$ cat config.mk
export PLATFORM = sky130hd
export DESIGN_NAME = mst_pkt_gen
export DESIGN_NICKNAME = d
export VERILOG_FILES = /design/src/rtl/mst_fifo_pkg.sv /design/src/rtl/mst_vr_reg.sv /design/src/rtl/mst_pkt_gen.sv
export SDC_FILE = /design/constraint.sdc
export NUM_CORES = 1
export LEC_CHECK = 0
export ABC_AREA = 1
export BUFFER_PORTS_ARGS = -buffer_cell sky130_fd_sc_hd__buf_2
export CAP_MARGIN = 10
export CORE_MARGIN = 5
export CORE_UTILIZATION = 45
export DETAILED_ROUTE_END_ITERATION = 16
export PLACE_DENSITY = 0.62
export SLEW_MARGIN = 10
export SYNTH_ARGS = -nofsm -noshare
export SYNTH_HDL_FRONTEND = slang
export SYNTH_SLANG_ARGS = --single-unit
$ cat constraint.sdc
create_clock -name clk -period 9.3 [get_ports clk]
set_clock_uncertainty 0.05 [all_clocks]
set_input_delay 1.86 -clock clk [delete_from_list [all_inputs] [get_ports clk]]
set_output_delay 1.86 -clock clk [all_outputs]
set_load 0.005 [all_outputs]
$ cat src/rtl/mst_fifo_pkg.sv
// Shared types and helpers for the FT600 master FIFO streaming test.
// Used by the packet generator and the loopback data checker.
package mst_fifo_pkg;

  localparam int NCH_DEF = 4;
  localparam int CHN_W   = 2;

  typedef enum logic [1:0] {
    ST_IDLE,
    ST_SEND,
    ST_GAP
  } state_t;

  // Valid bytes in a final word to byte enables; 0 means a full word.
  function automatic logic [3:0] tail_be(input logic [1:0] t);
    logic [3:0] be;
    unique case (t)
      2'd1:    be = 4'h1;
      2'd2:    be = 4'h3;
      2'd3:    be = 4'h7;
      default: be = 4'hF;
    endcase
    return be;
  endfunction

endpackage

$ cat src/rtl/mst_vr_reg.sv
// Valid/ready output holding register for the packet generator.
// Payload stays frozen while valid is high and the consumer stalls.
module mst_vr_reg
  import mst_fifo_pkg::*;
(
  input  logic             clk,
  input  logic             rst,
  input  logic             i_ld,
  input  logic [31:0]      i_data,
  input  logic [3:0]       i_be,
  input  logic [CHN_W-1:0] i_chn,
  input  logic             i_last,
  input  logic             i_ready,
  output logic             o_valid,
  output logic [31:0]      o_data,
  output logic [3:0]       o_be,
  output logic [CHN_W-1:0] o_chn,
  output logic             o_last
);

  // Capture a new word on load, drop valid once the word is taken.
  always_ff @(posedge clk) begin
    if (rst) begin
      o_valid <= 1'b0;
      o_data  <= '0;
      o_be    <= '0;
      o_chn   <= '0;
      o_last  <= 1'b0;
    end else if (i_ld) begin
      o_valid <= 1'b1;
      o_data  <= i_data;
      o_be    <= i_be;
      o_chn   <= i_chn;
      o_last  <= i_last;
    end else if (o_valid && i_ready) begin
      o_valid <= 1'b0;
    end
  end

endmodule

$ cat src/rtl/mst_pkt_gen.sv
// Packetised incrementing-data source for the FT600 streaming test.
// Round-robins channels between packets, trims BE on the last word.
module mst_pkt_gen
  import mst_fifo_pkg::*;
#(
  parameter int NCH   = NCH_DEF,
  parameter int LEN_W = 16
) (
  input  logic             clk,
  input  logic             rst,
  input  logic             clr,
  input  logic             en,
  input  logic             mltcn,
  input  logic [LEN_W-1:0] pkt_len,
  input  logic [1:0]       tail_bytes,
  output logic             out_valid,
  input  logic             out_ready,
  output logic [31:0]      out_data,
  output logic [3:0]       out_be,
  output logic [CHN_W-1:0] out_chn,
  output logic             out_last,
  output logic             pkt_done,
  output logic             busy
);

  state_t                r_state;
  logic [LEN_W-1:0]      r_rem;
  logic [1:0]            r_tail;
  logic [CHN_W-1:0]      r_chn;
  logic [NCH-1:0][31:0]  r_cnt;
  logic                  r_done;

  logic                  w_clr;
  logic                  w_acc;
  logic                  w_free;
  logic                  w_start;
  logic [CHN_W-1:0]      w_nxt_chn;
  logic                  w_ld;
  logic [CHN_W-1:0]      w_ld_chn;
  logic                  w_ld_last;
  logic [1:0]            w_ld_tail;
  logic [31:0]           w_ld_data;
  logic [3:0]            w_ld_be;

  assign w_clr   = rst | clr;
  assign w_acc   = out_valid & out_ready;
  assign w_free  = ~out_valid | out_ready;
  assign w_start = en && (pkt_len != '0);

  assign busy     = (r_state != ST_IDLE);
  assign pkt_done = r_done;

  // Channel for the next packet; 245 mode pins channel 0.
  always_comb begin
    w_nxt_chn = '0;
    if (mltcn && (r_chn != CHN_W'(NCH - 1)))
      w_nxt_chn = r_chn + 1'b1;
  end

  // Next-word selection; GAP loads the next packet's first word
  // directly so only one bubble separates packets.
  always_comb begin
    w_ld      = 1'b0;
    w_ld_chn  = r_chn;
    w_ld_last = (r_rem == LEN_W'(1));
    w_ld_tail = r_tail;
    unique case (r_state)
      ST_SEND: w_ld = w_free && (r_rem != '0);
      ST_GAP: begin
        if (w_start) begin
          w_ld      = w_free;
          w_ld_chn  = w_nxt_chn;
          w_ld_last = (pkt_len == LEN_W'(1));
          w_ld_tail = tail_bytes;
        end
      end
      default: ;
    endcase
    w_ld_data = r_cnt[w_ld_chn];
    w_ld_be   = w_ld_last ? tail_be(w_ld_tail) : 4'hF;
  end

  // Packet FSM, remaining-word count, channel pointer and counters.
  // A counter steps when its word is loaded; every loaded word is
  // accepted unless a clear intervenes, which zeroes it anyway.
  always_ff @(posedge clk) begin
    if (w_clr) begin
      r_state <= ST_IDLE;
      r_rem   <= '0;
      r_tail  <= '0;
      r_chn   <= '0;
      r_cnt   <= '0;
      r_done  <= 1'b0;
    end else begin
      r_done <= w_acc && out_last;
      if (w_ld)
        r_cnt[w_ld_chn] <= r_cnt[w_ld_chn] + 32'd1;
      unique case (r_state)
        ST_IDLE: begin
          if (w_start) begin
            r_rem   <= pkt_len;
            r_tail  <= tail_bytes;
            r_state <= ST_SEND;
          end
        end
        ST_SEND: begin
          if (w_ld)
            r_rem <= r_rem - 1'b1;
          if (w_acc && out_last)
            r_state <= ST_GAP;
        end
        ST_GAP: begin
          r_chn <= w_nxt_chn;
          if (w_start) begin
            r_rem   <= pkt_len - 1'b1;
            r_tail  <= tail_bytes;
            r_state <= ST_SEND;
          end else begin
            r_state <= ST_IDLE;
          end
        end
        default: r_state <= ST_IDLE;
      endcase
    end
  end

  mst_vr_reg u_oreg (
    .clk     (clk),
    .rst     (w_clr),
    .i_ld    (w_ld),
    .i_data  (w_ld_data),
    .i_be    (w_ld_be),
    .i_chn   (w_ld_chn),
    .i_last  (w_ld_last),
    .i_ready (out_ready),
    .o_valid (out_valid),
    .o_data  (out_data),
    .o_be    (out_be),
    .o_chn   (out_chn),
    .o_last  (out_last)
  );

endmodule

==> metrics.txt <==
Synth Cell Area 0.0110 mm^2; Pre-antenna DRT Iters 5; largest cells by area after synthesis dfxtp_1, nand2_1, inv_1; Setup CP Type input port to flip-flop; outcome finished clean; list of most frequent post-synthesis cells nand2_1, inv_1, dfxtp_1; worst path bufs/invs 4; Yosys warnings 0; crit-path max FO 67; row count 57; Psw around 0.46 mW; top-area cell type share of the netlist area 34.6%; most used routing layer met2; Clock transition at path regs 70 ps; Core Region 0.0242 mm^2; CTS Sinks 191; DPL Wire Length 19.5 mm; Post-Layout Inst Area 0.0120 mm^2; final core utilization 49.6%; Req. time, crit path 9580 ps; min Tclk post-route 5750 ps; CTS root buf clkbuf_16; Pleak 5.69 nW; Hold Fails Final Rpt 0; Peak Freq between 150 and 200 MHz; CP dominant cell by count nand2_1; Total GRT Usage 21.2%; ANT cells 0; dpl cells 2058; initial antenna violation count 0; Die W 167 um; worst-case clock buffer depth 2; Post-CTS Setup Bufs 0; sw frac between 20% and 30%; starting density of the core 45.5%; Async SR Flop Fraction 0%; post-synthesis cell type count 43; worst ir drop on vdd 0.116 mV; Worst-Skew Late Latency 430 ps; M1 GR Usage 28.1%; Final Non-Filler Cells 2090; Mapped Cells 1742; final worst slack 3550 ps; Mapped Nets 1778; Max Cap Viol 0; crit-path leading delay family simple AND/OR/NAND/NOR gates; Synth area leader dfxtp_1; worst hold path type flip-flop to flip-flop; H-tree depth 4; PD cells roughly 150 mW/mm^2; met3 track demand over resource 2.99%; vias in the first global route 9672; RD Place Congestion 0.910; I/O pins 66; Clock power frac 42.2%; count leader, synth nand2_1; CP Launch Type input port; dpl ws 3140 ps; sequential cell area fraction in the yosys report 34.6%; final antenna-violating net count 0; Setup-failing EPs final 0; GR Util met2 roughly 37%; sequential share of power between 40% and 50%; Area Growth Syn to Fin 8.98%; synthesized flop and latch total 191; max incr delay on CP ~660 ps; initial DRC count 756; synthesized area per cell 6.34 um^2; routed len/inst 14.4 um; setup TNS 0 ps; Comb pwr share a little over a tenth; post-CTS sizing 0; IO Port Bufs 65; worst-margin pin slew 873 ps; RSZ-0062 raised after global routing false; slowest CP cell nand2_4; hold_ws 409 ps; cts hold-fix bufs 0; internal power 1.30 mW; largest net degree at the start of global routing 73; CTS buffer count 17; Post-synth EDFFs 0; Post-route DRC 0; Die H 167 um; global route overflow 0; Design Power between 1.5 and 2 mW; nets@finish between 1.5k and 2k; CTS tree yes; Final Cycle Share 61.8%; first-pass GRT wire length between 40 and 50 mm; CP cell instances buf_2, inv_1, ha_1, nand2_2, nor2_4, nand2_4, nand3_4, nand2_4, nand2_4, o21ai_0, nand2_1, nand3_2, ha_1, inv_1, nor2_2, nand2_2, nor2_4, nand2_1, xor2_1, nand2_1, nand2_1, inv_1; DRT Wirelength about 30 mm; share of layout cells above drive strength 1 12.5%; Slew Viols, Final 0; Crit. End Element flip-flop; placed inst area 0.0114 mm^2; Top FF cell, synth dfxtp_1; crit path DAT 6030 ps; via count 10.5k; vias per inst 5.05; Die ar. around 0.028 mm^2; max_slew headroom between 40% and 50%
==> power groups by stage <==
stage / sequential, mW / combinational, mW / clock, mW
after floorplan: 0.852 / 0.135 / 0
after global placement: 0.854 / 0.184 / 0
after detailed placement: 0.854 / 0.184 / 0
after CTS: 0.835 / 0.185 / 0.757
after global routing: 0.836 / 0.209 / 0.789
final: 0.835 / 0.186 / 0.744
==> registers in the layout, summed over array words and instances, names as in the netlist, 2 cells and up <==
| name | cells |
|---|---|
| r_chn | 2 |
| u_oreg.o_data | 32 |
| u_oreg.o_be | 4 |
| r_cnt | 128 |
| r_tail | 2 |
| u_oreg.o_chn | 2 |
| r_rem | 16 |
| r_state | 2 |
==> cell type report <==
cell class              count  area [um^2]
inverters                 324         1220
repair buffers             77          415
flip-flops and latches    191         3820
well taps                 324          405
multi-input cells        1142         5590
clock inverters             8          105
clock buffers              24          482
fillers                  2561        12200
==> kinds of logic (layout without fill, tap and decap cells) <==
logic type / after synthesis / in the layout / share of synthesized area, %
and+or+nand+nor: 770 / 770 / 31.0
buffers and inverters: 409 / 433 / 15.0
AOI/OAI and AO/OA: 342 / 342 / 16.6
DFF: 191 / 191 / 34.6
xor gates and xnor gates: 18 / 18 / 1.43
adders and majority gates: 12 / 12 / 1.36
==> layout by cell type, fill, tap and decap left out, types with 17 or more instances in the layout <==
cell and count:
a21oi_1 172, inv_1 302, nand2_1 405, inv_2 20, nor2_2 27, nand3_1 143, dfxtp_1 191, clkbuf_16 17
nand2_2 38, nor2_1 114, buf_2 65, o21ai_0 114
==> worst reg2reg max path: cells and delay by family (launching register included) <==
family                   cells  cell delay, ps
AND/OR/NAND/NOR             11            2550
XOR/XNOR                     1             320
flip-flops                   1             330
AO/OA/AOI/OAI                1             400
adder cells (fa/ha/maj)      2             770
buffers and inverters        3             210
==> worst paths after layout <==
kind	startpoint	slack, ps	cells after the start	to
setup / recovery	pkt_len[0]	3550	22	r_cnt[80]
hold / removal	r_cnt[33]	410	2	r_cnt[33]
setup reg to reg	r_state[0]	4590	18	r_cnt[80]
hold reg to reg	r_cnt[33]	410	2	r_cnt[33]
==> routing by layer <==
metal  vias to the layer above  share of wire, %
met5                         -                 0
met4                         0               1.5
met3                        34               4.2
met2                       230                47
met1                      4816                47
li1                       5466                 -
No activity file was read; power rests on OpenSTA's default activity.
